<file path="src/rtl/cpu_pkg.sv">
// Shared CPU definitions: datapath widths, opcode constants and fetch FSM states.
package cpu_pkg;

  localparam int unsigned PC_WIDTH  = 8;
  localparam int unsigned OPC_WIDTH = 3;
  localparam int unsigned IMM_WIDTH = 3;

  localparam logic [OPC_WIDTH-1:0] OPC_ADD  = 3'b000;
  localparam logic [OPC_WIDTH-1:0] OPC_ADDI = 3'b001;
  localparam logic [OPC_WIDTH-1:0] OPC_SUB  = 3'b010;
  localparam logic [OPC_WIDTH-1:0] OPC_LW   = 3'b011;
  localparam logic [OPC_WIDTH-1:0] OPC_SW   = 3'b100;
  localparam logic [OPC_WIDTH-1:0] OPC_BEQ  = 3'b101;
  localparam logic [OPC_WIDTH-1:0] OPC_JMP  = 3'b110;
  localparam logic [OPC_WIDTH-1:0] OPC_HALT = 3'b111;

  typedef enum logic [1:0] {
    FS_RUN     = 2'd0,
    FS_STALLED = 2'd1,
    FS_HALTED  = 2'd2
  } fetch_state_e;

  function automatic logic [7:0] sat_inc8(input logic [7:0] v);
    return (v == 8'hFF) ? v : v + 8'd1;
  endfunction

endpackage

</file>
<file path="src/rtl/pc_next_mux.sv">
// Next-PC selection: reset > jump > branch > hold > increment, all modulo 2^PC_WIDTH.
module pc_next_mux #(
  parameter int unsigned          PC_WIDTH = 8,
  parameter logic [PC_WIDTH-1:0]  RESET_PC = '0
) (
  input  logic                reset,
  input  logic                jump,
  input  logic                branch,
  input  logic                hold,
  input  logic [PC_WIDTH-1:0] pc,
  input  logic [PC_WIDTH-1:0] if_id_pc,
  input  logic [PC_WIDTH-1:0] branch_offset,
  input  logic [PC_WIDTH-1:0] jump_target,
  output logic [PC_WIDTH-1:0] pc_next
);

  logic [PC_WIDTH-1:0] branch_target;

  // Offset is two's complement, so a plain truncating add wraps in both directions.
  assign branch_target = if_id_pc + PC_WIDTH'(1) + branch_offset;

  always_comb begin
    pc_next = pc + PC_WIDTH'(1);
    if (reset) begin
      pc_next = RESET_PC;
    end else if (jump) begin
      pc_next = jump_target;
    end else if (branch) begin
      pc_next = branch_target;
    end else if (hold) begin
      pc_next = pc;
    end
  end

endmodule

</file>
<file path="src/rtl/pc_fetch_unit.sv">
// Fetch stage: owns the PC, the IF/ID register, stall/redirect/halt control and a fetch counter.
module pc_fetch_unit #(
  parameter int unsigned                    PC_WIDTH    = cpu_pkg::PC_WIDTH,
  parameter logic [PC_WIDTH-1:0]            RESET_PC    = '0,
  parameter logic [cpu_pkg::OPC_WIDTH-1:0]  HALT_OPCODE = cpu_pkg::OPC_HALT
) (
  input  logic                              clk,
  input  logic                              reset,
  input  logic [cpu_pkg::OPC_WIDTH-1:0]     opcode_in,
  input  logic                              rs_in,
  input  logic                              rt_rd_in,
  input  logic [cpu_pkg::IMM_WIDTH-1:0]     imm_in,
  input  logic                              stall,
  input  logic                              branch_en,
  input  logic [PC_WIDTH-1:0]               branch_offset,
  input  logic                              jump_en,
  input  logic [PC_WIDTH-1:0]               jump_target,
  output logic [PC_WIDTH-1:0]               pc,
  output logic                              if_id_valid,
  output logic [cpu_pkg::OPC_WIDTH-1:0]     if_id_opcode,
  output logic                              if_id_rs,
  output logic                              if_id_rt_rd,
  output logic [cpu_pkg::IMM_WIDTH-1:0]     if_id_imm,
  output logic [PC_WIDTH-1:0]               if_id_pc,
  output logic                              halted,
  output logic [7:0]                        fetch_count
);
  import cpu_pkg::*;

  fetch_state_e        state_q, state_d;
  logic [PC_WIDTH-1:0] pc_q, pc_next;
  logic                jump_take, branch_take, redirect, fetch, halt_hit, hold_pc;

  always_comb begin
    jump_take   = jump_en && (state_q != FS_HALTED);
    branch_take = branch_en && !jump_en && (state_q != FS_HALTED);
    redirect    = jump_take || branch_take;
    fetch       = (state_q != FS_HALTED) && !stall && !redirect;
    halt_hit    = fetch && (opcode_in == HALT_OPCODE);
    hold_pc     = (state_q == FS_HALTED) || stall || halt_hit;

    state_d = FS_RUN;
    if (redirect) begin
      state_d = FS_RUN;
    end else if (state_q == FS_HALTED || halt_hit) begin
      state_d = FS_HALTED;
    end else if (stall) begin
      state_d = FS_STALLED;
    end
  end

  pc_next_mux #(
    .PC_WIDTH (PC_WIDTH),
    .RESET_PC (RESET_PC)
  ) u_pc_next_mux (
    .reset         (reset),
    .jump          (jump_take),
    .branch        (branch_take),
    .hold          (hold_pc),
    .pc            (pc_q),
    .if_id_pc      (if_id_pc),
    .branch_offset (branch_offset),
    .jump_target   (jump_target),
    .pc_next       (pc_next)
  );

  always_ff @(posedge clk) begin
    pc_q <= pc_next;
    if (reset) begin
      state_q      <= FS_RUN;
      if_id_valid  <= 1'b0;
      if_id_opcode <= '0;
      if_id_rs     <= 1'b0;
      if_id_rt_rd  <= 1'b0;
      if_id_imm    <= '0;
      if_id_pc     <= '0;
      fetch_count  <= '0;
    end else begin
      state_q <= state_d;
      if (redirect || state_q == FS_HALTED) begin
        if_id_valid <= 1'b0;
      end else if (fetch) begin
        if_id_valid  <= 1'b1;
        if_id_opcode <= opcode_in;
        if_id_rs     <= rs_in;
        if_id_rt_rd  <= rt_rd_in;
        if_id_imm    <= imm_in;
        if_id_pc     <= pc_q;
        fetch_count  <= sat_inc8(fetch_count);
      end
    end
  end

  assign pc     = pc_q;
  assign halted = (state_q == FS_HALTED);

endmodule

</file>
<file path="config.mk">
export PLATFORM = sky130hd
export DESIGN_NAME = pc_fetch_unit
export DESIGN_NICKNAME = d
export VERILOG_FILES = /design/src/rtl/cpu_pkg.sv /design/src/rtl/pc_next_mux.sv /design/src/rtl/pc_fetch_unit.sv
export SDC_FILE = /design/constraint.sdc
export NUM_CORES = 1
export LEC_CHECK = 0
export CAP_MARGIN = 30
export CORE_MARGIN = 5
export CORE_UTILIZATION = 46
export CTS_BUF_LIST = sky130_fd_sc_hd__clkbuf_8
export DETAILED_ROUTE_END_ITERATION = 7
export DONT_BUFFER_PORTS = 1
export PLACE_DENSITY = 0.61
export SLEW_MARGIN = 30
export SYNTH_ARGS = -nofsm -noshare
export SYNTH_HDL_FRONTEND = slang
export SYNTH_HIERARCHICAL = 1
export SYNTH_SLANG_ARGS = --single-unit
</file>
<file path="constraint.sdc">
create_clock -name clk -period 4.4 [get_ports clk]
set_input_delay 1.32 -clock clk [delete_from_list [all_inputs] [get_ports clk]]
set_output_delay 1.32 -clock clk [all_outputs]
set_load 0.01 [all_outputs]
</file>
==> impl_summary.md, run 1 <==
Place
Summing all placed instances gives a cell area of 0.00198 mm². The weighted congestion reported at the end of routability-driven placement is 0.778. The total instance count after detailed placement is 284. The quantity of I/O buffers inserted on ports is 0. Summed over all nets, the half-perimeter wirelength after detailed placement is 3310 µm.

Clock network
The number of hold-repair buffers added at the cts stage is 0. The number of clock buffers inserted by TritonCTS is 5. The post-cts repair resize count is 0. The CTS sink count is 35.

The H-tree generated during clock tree synthesis spans 2 levels. Buffers added to address setup during post-CTS repair amount to 0. In this run the deepest clock path goes through 2 buffers.

After clock tree synthesis, the clock-pin slew on the worst setup and hold paths is 70 ps. The clock root buffer is sky130_fd_sc_hd__clkbuf_8. The TritonCTS clock tree is built. The later pin in the worst-skew pair is clocked with a latency of 290 ps.

Yosys
For this run, the number of Yosys warnings is 6. The number of different library cells in the post-synthesis netlist is 51. Synthesis inferred 35 register bits. For this run, the leading register cell type out of synthesis is sky130_fd_sc_hd__dfxtp_1. The mapped netlist covers 0.00195 mm². The total nets after synthesis is 283. The async set-or-reset flop fraction in the synthesized netlist is 0%.

For this run, the register share of the synthesized area comes to 35.9%. The post-synthesis average cell area is 8.03 µm². The cell count after synthesis is 243. Yosys mapped a number of flops with a built-in enable equal to 0.

STA
Setup violations remaining at the end of the flow were counted as 0. Adding up every negative setup slack in the final design gives 0 ps. Clock skew on the completed layout was measured at 5.18 ps. The worst hold margin is 496 ps. Setup repair after global routing left no endpoint under its margin.

The number of hold violations in the final report is 0. The relative max-transition margin is 57.4%. The worst-margin pin slew is 639 ps.

In the finished design, the share of the clock period the worst path needs comes to 62.7%. The highest achievable clock rate is 363 MHz. The minimum clock period is 2760 ps. The number of max-slew violations in the final report is 0.

GRT
The largest net degree at the start of global routing is 38. The total grt overflow is 0. Across every metal layer, demand over resource in global routing totals 17.3%. The number of global-route vias before repair is 1503. The initial antenna violation count is 0. The wire length of the first global-routing pass is 7380 µm.

Critical path
For the worst flop-to-flop path, the logic depth is 9. The signal on the critical path passes through or2_4 > nor3_4 > a41oi_1 > nand2_1 > nand4b_1 > nor2_1 > xor2_1 > nor3_1 > a2111oi_0. The worst setup path is launched from an input pin. The required time of the worst setup path is 4570 ps.

The endpoint of the lowest-slack register-to-register path is pc[5]. The maximum cell stage delay along the critical path is 300 ps. The setup check on the worst reg-to-reg path leaves a slack of 2000 ps. Of all nets on the critical path, the largest fanout is 7. The startpoint-to-endpoint class of the critical path is input pin to flip-flop. The endpoint class of the critical path is a flip-flop. The source of the worst register-to-register timing path is state_q[1]. Grouping stages by cell kind, the critical path spends the most delay in simple AND/OR/NAND/NOR gates. The worst-path cell with the longest stage delay is sky130_fd_sc_hd__a41oi_1.

Data on the critical path arrives at its endpoint at 2930 ps. Together, buffers and inverters on the worst path number 0.

Route
The number of DRC markers in iteration 0 is 81. In the routed layout, each cell is associated on average with a via count of 5.71. The detailed router placed 1667 vias in this run.

The detail-routed net length per standard cell is 16.3 µm. The first TritonRoute pass finished after 4 iterations. The residual DRC count is 0. The count of nets left with antenna violations once routing finished came out at 0. The total length of routed wires is 4750 µm.

Floorplan
The floorplan step set the die height to 75.1 µm. For this configuration, the core starts out at a cell density of 48.1%. The die footprint is 0.00565 mm². The number of placed I/O pins is 63.

The number of core rows is 23. The core box area is 0.00406 mm². The die span in x is 75.1 µm.

Power
The worst-case IR drop observed on VDD is 0.180 mV. Summed over all cells, the static leakage comes to 0.804 nW. Dividing total power by cell area gives a power density of 360 mW/mm².

After layout, the design draws a total of 0.761 mW.

Layout
Relative to the synthesized area, the layout overhead comes to 8.33%. The count of placed standard cells in the final layout, fillers left out is 292. The count of filler cells inserted in the layout is 407. The sequential cells in the finished layout cover a total of 701 µm². The multi-input gate area in the final layout is 0.00116 mm². The post-route cell area is 0.00211 mm². The share of cells above drive strength 1 is 7.02%.

In the final design database the tool counted 281 nets. 0 antenna diodes ended up in the layout.

Hold path
The number of cells on the worst hold path is 2. The startpoint identified for the worst hold timing path is if_id_imm[0]. The worst hold path belongs to the class flip-flop to flip-flop. The endpoint of the worst hold-timing path is if_id_imm[0].

Flow run
The max capacitance violation total is 0.

Run status
The flow ran to the end, and the final reports show no timing, DRC or antenna violations.
[final cells by class]
| cell class | count | share of cell area (%) |
|---|---|---|
| inverter | 10 | 1.78 |
| multi-input combinational | 186 | 54.8 |
| tap | 50 | 2.96 |
| clock buffer | 5 | 3.25 |
| sequential | 35 | 33.1 |
| timing repair buffer | 3 | 1.07 |
| clock inverter | 3 | 3.02 |
[kinds of logic (layout without fill, tap and decap cells)]
logic type | Yosys count | count (layout) | share of synthesized area (%)
flip-flops | 35 | 35 | 35.9
buffers and inverters | 22 | 21 | 4.87
AO/OA/AOI/OAI | 62 | 62 | 20.3
AND/OR/NAND/NOR | 99 | 99 | 24.9
multiplexers | 3 | 3 | 1.60
adder cells (fa/ha/maj) | 11 | 11 | 7.44
XOR/XNOR | 11 | 11 | 4.94
[worst max-delay path by stage]
stage,startpoint,endpoint,slack (ps),depth (start not counted)
after global routing,jump_en,pc[5],1470,9
after CTS,jump_en,pc[5],1640,9
after global placement,jump_en,pc[5],1450,9
after floorplan,jump_en,pc[5],1410,10
final,jump_en,pc[5],1640,9
after detailed placement,jump_en,pc[5],1340,9
[stage by stage]
stage	utilization [%]	setup WS (ps)
global route	52.1	1470
finish	52.1	1640
detailed placement	48.8	1340
floorplan	-	1410
global placement	48.8	1450
CTS	52.1	1640
[flip-flops by register name, summed over array words and instances, names as in the netlist]
signal	count
fetch_count	8
if_id_pc	8
pc	8
if_id_imm	3
if_id_opcode	3
state_q	2
if_id_rs	1
if_id_rt_rd	1
if_id_valid	1
[power breakdown]
group | total (mW) | internal, mW | switching [mW]
combinational | 0.0700 | 0.0317 | 0.0383
sequential | 0.346 | 0.328 | 0.0183
clock | 0.345 | 0.224 | 0.121
total | 0.761 | 0.584 | 0.178
[placed cells by master, fill, tap and decap left out, types with 2 or more instances in the layout]
master / count
sky130_fd_sc_hd__o21ai_0: 5
sky130_fd_sc_hd__nand2b_1: 3
sky130_fd_sc_hd__bufinv_16: 2
sky130_fd_sc_hd__nand3_1: 4
sky130_fd_sc_hd__nor3_1: 5
sky130_fd_sc_hd__ha_1: 10
sky130_fd_sc_hd__a211oi_1: 3
sky130_fd_sc_hd__a311oi_1: 6
sky130_fd_sc_hd__a21oi_1: 29
sky130_fd_sc_hd__a41oi_1: 2
sky130_fd_sc_hd__nand4b_1: 2
sky130_fd_sc_hd__clkbuf_8: 5
sky130_fd_sc_hd__nor2b_1: 3
sky130_fd_sc_hd__dfxtp_1: 35
sky130_fd_sc_hd__mux2i_1: 2
sky130_fd_sc_hd__buf_4: 3
sky130_fd_sc_hd__inv_1: 11
sky130_fd_sc_hd__o21a_1: 2
sky130_fd_sc_hd__nor2_1: 23
sky130_fd_sc_hd__a21o_1: 2
sky130_fd_sc_hd__a31oi_1: 3
sky130_fd_sc_hd__xor2_1: 6
sky130_fd_sc_hd__nand2_1: 45
sky130_fd_sc_hd__xnor2_1: 5
[per-layer routing]
metal,GRT usage (%),vias up,share of wire [%],wire length [µm]
met4,5.24,0,1.1,54
met3,6.01,6,9.5,449
met2,26.1,58,43,2040
met5,0,-,0,0
met1,23.2,754,46,2200
li1,-,849,-,-
[worst reg2reg max path, cell delays in order, from the launching register on]
cell                        delay (ps)
sky130_fd_sc_hd__dfxtp_1           300
sky130_fd_sc_hd__nor2b_2           480
sky130_fd_sc_hd__nor3_4             90
sky130_fd_sc_hd__a41oi_1           300
sky130_fd_sc_hd__nand2_1           190
sky130_fd_sc_hd__nand4b_1          290
sky130_fd_sc_hd__nor2_1            160
sky130_fd_sc_hd__xor2_1            160
sky130_fd_sc_hd__nor3_1             60
sky130_fd_sc_hd__a2111oi_0         260
[cell usage after synthesis (5+ instances only)]
| master | instances | area [µm²] |
|---|---|---|
| sky130_fd_sc_hd__ha_1 | 10 | 125 |
| sky130_fd_sc_hd__o21ai_0 | 5 | 25.0 |
| sky130_fd_sc_hd__a21oi_1 | 29 | 145 |
| sky130_fd_sc_hd__nand2_1 | 45 | 169 |
| sky130_fd_sc_hd__inv_1 | 10 | 37.5 |
| sky130_fd_sc_hd__xnor2_1 | 5 | 43.8 |
| sky130_fd_sc_hd__xor2_1 | 6 | 52.6 |
| sky130_fd_sc_hd__a311oi_1 | 6 | 52.6 |
| sky130_fd_sc_hd__clkbuf_1 | 6 | 22.5 |
| sky130_fd_sc_hd__dfxtp_1 | 35 | 701 |
| sky130_fd_sc_hd__nor3_1 | 5 | 25.0 |
| sky130_fd_sc_hd__nor2_1 | 23 | 86.3 |
No activity file was read; power rests on OpenSTA's default activity.
==> run 2, diff against run 1 <==
- clock period: 4.4 -> 2.55 ns (I/O delays scaled with it)
==> run 2 against run 1 <==
Hold slack got worse by 1.0 ps. Sequential power increased by 73%. Highest routed layer unchanged. Design area decreased by 1.3%. Critical endpoint unchanged.
==> impl_summary.md, run 2 (synthesis gave the netlist of run 1 again) <==
GRT
The global-route total usage across every layer was 17.2% (was 17.3%). The number of global-route vias before repair was 1481 (was 1503). The wire length of the first global-routing pass is 7440 µm (was 7380 µm). The initial antenna violation count was 0 (unchanged). The total grt overflow is 0 (unchanged). The largest net degree at the start of global routing came to 38 (unchanged).

STA
The worst hold margin was 495 ps (was 496 ps). The setup TNS was 0 ps (unchanged). The relative max-transition margin came to 55.4% (was 57.4%).

For this run, the top clock speed supported by timing is 433 MHz. The setup clock skew after layout is 4.38 ps (was 5.18 ps). The number of hold violations in the final report is 0 (unchanged). Unrepaired setup endpoints after global routing: no (unchanged). The final setup slack of the worst path came to 239 ps (was 1640 ps). The number of max-slew violations in the final report is 0 (unchanged). The minimum clock period is 2310 ps. The worst-margin pin slew came to 669 ps (was 639 ps).

The worst path uses 90.6% of the clock period. The total of endpoints with negative setup slack in the final report is 0 (unchanged).

Route
The count of antenna-violating nets left after detailed routing is 0 (unchanged). The number of vias per cell after detailed routing is 5.61 (was 5.71). The total length of routed wires is 4780 µm (was 4750 µm). The residual DRC count is 0 (unchanged). The first-pass iteration count of the detailed router is 4 (unchanged). The number of DRC markers in iteration 0 is 71 (was 81). The detail-routed net length per standard cell came to 16.3 µm (about the same). The via count is 1644 (was 1667).

Power
The maximum ir drop on the vdd rail is 0.310 mV (was 0.180 mV). The power density normalized to cell area is 557 mW/mm² (was 360 mW/mm²). The leakage power figure is 0.796 nW (was 0.804 nW).

Floorplan
The number of placed I/O pins is 63 (unchanged). The number of core rows was 23 (unchanged). The die span in x is 75.1 µm (unchanged).

The die height is 75.1 µm (unchanged). The die footprint is 0.00565 mm² (unchanged). The core box area is 0.00406 mm² (unchanged). The starting density of the core was 48.1% (unchanged).

Layout
Top library cells by usage in the layout, fill and taps aside: sky130_fd_sc_hd__nand2_1 (45), sky130_fd_sc_hd__dfxtp_1 (35), sky130_fd_sc_hd__a21oi_1 (29) (unchanged). The number of inserted diodes came to 0 (unchanged). The count of filler cells inserted in the layout is 409 (was 407). The area added between synthesis and finish is 6.92% (was 8.33%). The share of cells above drive strength 1 is 7.00% (was 7.02%).

The most common cell after layout, fill and taps aside is sky130_fd_sc_hd__nand2_1 (unchanged). The final net count is 282 (was 281).

Clock network
The insertion delay of the later-clocked pin in the worst-skew pair came to 280 ps (was 290 ps). The TritonCTS clock tree is built (unchanged). The post-cts repair resize count was 0 (unchanged). The number of H-tree levels is 2 (unchanged). The number of clock buffers inserted by TritonCTS is 5 (unchanged). The number of buffers inserted by post-CTS setup repair is 0 (unchanged). The CTS sink count was 35 (unchanged).

The clock input transition at the sequential cells of the worst setup and hold paths is 70 ps (about the same). The clock root buffer is sky130_fd_sc_hd__clkbuf_8 (unchanged). The deepest clock path buffer count is 2 (unchanged). The number of hold-repair buffers added at the cts stage is 0 (unchanged).

Critical path
The kind of start point of the critical path is a flip-flop (was input pin). The largest fanout on the critical path came to 7 (unchanged). The number of buffer and inverter instances along the worst setup path is 0 (unchanged). Ordered list of cells on the worst path: nor2b_1 > nor3_4 > a41oi_1 > nand2_1 > nand4b_1 > nor2_1 > xor2_1 > nor3_1 > a2111oi_0 (was or2_4 > nor3_4 > a41oi_1 > nand2_1 > nand4b_1 > nor2_1 > xor2_1 > nor3_1 > a2111oi_0). The maximum cell stage delay along the critical path was 420 ps (was 300 ps). The gate family responsible for the most delay along the worst path was simple AND/OR/NAND/NOR gates (unchanged). The startpoint-to-endpoint class of the critical path was flip-flop to flip-flop (was input pin to flip-flop).

The arrival time of the worst setup path was 2490 ps (was 2930 ps). The worst-path cell with the longest stage delay was sky130_fd_sc_hd__nor2b_1 (was sky130_fd_sc_hd__a41oi_1). The required time of the worst setup path is 2720 ps (was 4570 ps). The endpoint class of the critical path was a flip-flop (unchanged).

Place
The weighted congestion reported at the end of routability-driven placement is 0.779 (was 0.778). The estimated wirelength of the detail-placed design was 3400 µm (was 3310 µm). The setup slack after placement is 90.5 ps (was 1340 ps). The quantity of I/O buffers inserted on ports is 0 (unchanged).

Flow run
The max capacitance violation total was 0 (unchanged).

Run status
Outcome: complete, no violations (unchanged).

Hold path
The worst hold path class is flip-flop to flip-flop (unchanged).
[run 2: cell count changes in the layout (fill, tap and decap cells not counted), sizes merged]
cell,before,now
bufinv,2,0
buf,3,4
clkbuf,5,7
[run 2: layout make-up]
class	instances	area [µm²]	share of cell area, %
flip-flops and latches	35	701	33.6
well taps	50	62.6	3.00
inverters	10	37.5	1.80
clock buffers	7	96.3	4.62
multi-input cells	186	1160	55.4
repair buffers	4	30.0	1.44
clock inverters	1	3.75	0.180
[run 2: routing by layer]
layer	global-route usage (%)	wire [µm]
met1	23.1	2150
met2	25.8	2120
met3	6.54	472
met4	5.24	38
met5	0	0
[run 2: final timing paths]
check             startpoint       end  slack (ps)  cells past startpoint
hold reg to reg     if_id_rs  if_id_rs         490                      2
hold / removal      if_id_rs  if_id_rs         490                      2
setup / recovery  state_q[1]     pc[5]         240                      9
setup reg to reg  state_q[1]     pc[5]         240                      9
[run 2: tightest hold or removal path, delay by kind of cell (launching register included)]
family           cells  cell delay [ps]
AND/OR/NAND/NOR      1               60
AO/OA/AOI/OAI        1               50
flip-flops           1              340
[run 2: through the flow]
stage          power [mW]  cell area (µm²)  instances  util [%]
2_1_floorplan       0.710             1950        243         -
3_3_place_gp        0.731             1990        285      49.0
3_5_place_dp        0.732             1990        285      49.0
4_1_cts              1.17             2090        293      51.4
5_1_grt              1.21             2090        293      51.4
6_report             1.16             2090        293      51.4
[run 2: power breakdown]
part | switching, mW | leakage (nW) | internal, mW
clock network | 0.200 | 0.0557 | 0.243
registers | 0.0320 | 0.285 | 0.566
logic | 0.0666 | 0.455 | 0.0550
total | 0.298 | 0.796 | 0.863
==> run 3, diff against run 2 <==
- HOLD_SLACK_MARGIN: not set -> 0.08
- PLACE_DENSITY: 0.61 -> 0.63
- clock period: 2.55 -> 2.1 ns (I/O delays scaled with it)
==> run 3 against run 2 <==
First-iteration DRC count grew 73%. Worst setup slack worse by 110 ps. Die area is the same. Largest cell class unchanged. Count of clock-buffer cells in the layout shrank 1. Critical path type unchanged.
==> impl_summary.md, run 3 (synthesis gave the netlist of run 1 again) <==
Run status
Outcome: complete, no violations (unchanged).

Hold path
The worst hold path class is input pin to flip-flop (was flip-flop to flip-flop).

Critical path
The largest fanout on the critical path is 3 (was 7). The number of buffer and inverter instances along the worst setup path was 1 (was 0). The maximum cell stage delay along the critical path is 420 ps (about the same). The required time of the worst setup path was 2280 ps (was 2720 ps).

Ordered list of cells on the worst path: inv_1 > ha_2 > fa_2 > nor2b_4 > o31a_1 > or4_1 > a31oi_1 > o22ai_1 (was nor2b_1 > nor3_4 > a41oi_1 > nand2_1 > nand4b_1 > nor2_1 > xor2_1 > nor3_1 > a2111oi_0). The startpoint-to-endpoint class of the critical path is flip-flop to flip-flop (unchanged). The worst-path cell with the longest stage delay was sky130_fd_sc_hd__or4_1 (was sky130_fd_sc_hd__nor2b_1).

The kind of start point of the critical path is a flip-flop (unchanged). The endpoint class of the critical path is a flip-flop (unchanged). The gate family responsible for the most delay along the worst path is compound AO/OA/AOI/OAI gates (was simple AND/OR/NAND/NOR gates). The arrival time of the worst setup path is 2160 ps (was 2490 ps).

STA
The worst-margin pin slew came to 361 ps (was 669 ps). Unrepaired setup endpoints after global routing: no (unchanged). The number of hold violations in the final report was 0 (unchanged). The final critical-path share of the clock period is 94.0% (was 90.6%). The total of endpoints with negative setup slack in the final report is 0 (unchanged). The number of max-slew violations in the final report is 0 (unchanged).

The setup clock skew after layout was 7.88 ps (was 4.38 ps). The minimum clock period was 1970 ps (was 2310 ps). The worst hold margin is 405 ps (was 495 ps). The relative max-transition margin is 75.7% (was 55.4%). The setup TNS was 0 ps (unchanged). The highest achievable clock rate is 506 MHz (was 433 MHz).

Route
The via count was 1700 (was 1644). The total length of routed wires came to 4690 µm (was 4780 µm). The residual DRC count came to 0 (unchanged). The first-pass iteration count of the detailed router is 4 (unchanged). The number of vias per cell after detailed routing is 5.61 (about the same). The detail-routed net length per standard cell is 15.5 µm (was 16.3 µm).

The count of antenna-violating nets left after detailed routing was 0 (unchanged). The number of DRC markers in iteration 0 is 123 (was 71).

Power
The maximum ir drop on the vdd rail was 0.411 mV (was 0.310 mV). The power density normalized to cell area came to 694 mW/mm² (was 557 mW/mm²). The leakage power figure was 0.847 nW (was 0.796 nW).

GRT
The number of global-route vias before repair is 1377 (was 1481). The largest net degree at the start of global routing is 38 (unchanged). The global-route total usage across every layer is 16.5% (was 17.2%). The total grt overflow is 0 (unchanged).

The initial antenna violation count was 0 (unchanged). The wire length of the first global-routing pass is 6960 µm (was 7440 µm).

Clock network
The number of buffers inserted by post-CTS setup repair is 0 (unchanged). The number of hold-repair buffers added at the cts stage is 0 (unchanged). The clock input transition at the sequential cells of the worst setup and hold paths was 80 ps (was 70 ps). The number of clock buffers inserted by TritonCTS was 5 (unchanged). The clock root buffer is sky130_fd_sc_hd__clkbuf_8 (unchanged). The number of H-tree levels was 2 (unchanged). The CTS sink count is 35 (unchanged).

The insertion delay of the later-clocked pin in the worst-skew pair is 290 ps (was 280 ps). The deepest clock path buffer count is 2 (unchanged). The TritonCTS clock tree is built (unchanged).

Floorplan
The number of core rows is 23 (unchanged). The number of placed I/O pins was 63 (unchanged). The starting density of the core was 48.1% (unchanged). The die span in x is 75.1 µm (unchanged).

The die footprint is 0.00565 mm² (unchanged). The core box area is 0.00406 mm² (unchanged). The die height came to 75.1 µm (unchanged).

Place
The quantity of I/O buffers inserted on ports is 0 (unchanged). The estimated wirelength of the detail-placed design was 3440 µm (was 3400 µm). The total instance count after detailed placement came to 295 (was 285). The weighted congestion reported at the end of routability-driven placement is 0.798 (was 0.779). The cell area after placement is 0.00208 mm² (was 0.00199 mm²).

Layout
The area added between synthesis and finish is 12.6% (was 6.92%). The most common cell after layout, fill and taps aside is sky130_fd_sc_hd__nand2_1 (unchanged). The final net count is 292 (was 282).

The share of cells above drive strength 1 is 13.0% (was 7.00%). The post-route cell area is 0.00220 mm² (was 0.00209 mm²). The count of placed standard cells in the final layout, fillers left out is 303 (was 293). Top library cells by usage in the layout, fill and taps aside: sky130_fd_sc_hd__nand2_1 (44), sky130_fd_sc_hd__dfxtp_1 (35), sky130_fd_sc_hd__a21oi_1 (29) (was sky130_fd_sc_hd__nand2_1 (45), sky130_fd_sc_hd__dfxtp_1 (35), sky130_fd_sc_hd__a21oi_1 (29)). The number of inserted diodes is 0 (unchanged).

Flow run
The max capacitance violation total is 0 (unchanged).
run 3: metrics by stage:
step | setup slack (ps) | utilization, % | total power [mW]
after floorplan | -106 | - | 0.865
after global placement | -48.4 | 51.2 | 0.901
after detailed placement | -81.9 | 51.2 | 0.903
after CTS | 101 | 54.1 | 1.54
after global routing | 6.40 | 54.1 | 1.60
final | 126 | 54.1 | 1.53
run 3: where the power goes:
group          switching [mW]  total, mW  internal [mW]
Combinational          0.0839      0.162         0.0785
Clock                   0.255      0.639          0.384
Sequential             0.0380      0.725          0.687
run 3: final cells by class:
class	count	area [µm²]
well taps	50	62.6
repair buffers	14	105
clock buffers	6	82.6
multi-input cells	186	1170
flip-flops and latches	35	701
inverters	10	37.5
clock inverters	2	35.0
fillers	393	1860
run 3: metal layers:
metal | vias to the layer above | part of all wire (%) | global-route usage (%)
met1 | 768 | 48 | 23.6
met3 | 6 | 8.6 | 6.28
met4 | 0 | 1.3 | 5.24
met5 | - | 0 | 0
met2 | 59 | 42 | 22.7
li1 | 867 | - | -
run 3: what timing repair did:
| item | 4_1_cts | 5_1_grt |
|---|---|---|
| endpoints found under the setup margin | 0 | 2 |
| endpoints found under the hold margin | 0 | 0 |
| gates resized for setup | 0 | 1 |
run 3: worst paths after layout:
kind,from,end,slack (ps),cells past startpoint
worst max-delay path,if_id_pc[0],pc[6],130,8
worst max register to register,if_id_pc[0],pc[6],130,8
worst min register to register,if_id_rs,if_id_rs,490,2
worst min-delay path,reset,if_id_pc[3],410,1
run 3: worst reg2reg max path, cell delays in order, from the launching register on:
cell and delay (ps):
sky130_fd_sc_hd__dfxtp_1 360, sky130_fd_sc_hd__inv_1 110, sky130_fd_sc_hd__ha_2 190, sky130_fd_sc_hd__fa_2 240, sky130_fd_sc_hd__nor2b_4 50, sky130_fd_sc_hd__o31a_1 260
sky130_fd_sc_hd__or4_1 420, sky130_fd_sc_hd__a31oi_1 150, sky130_fd_sc_hd__o22ai_1 100
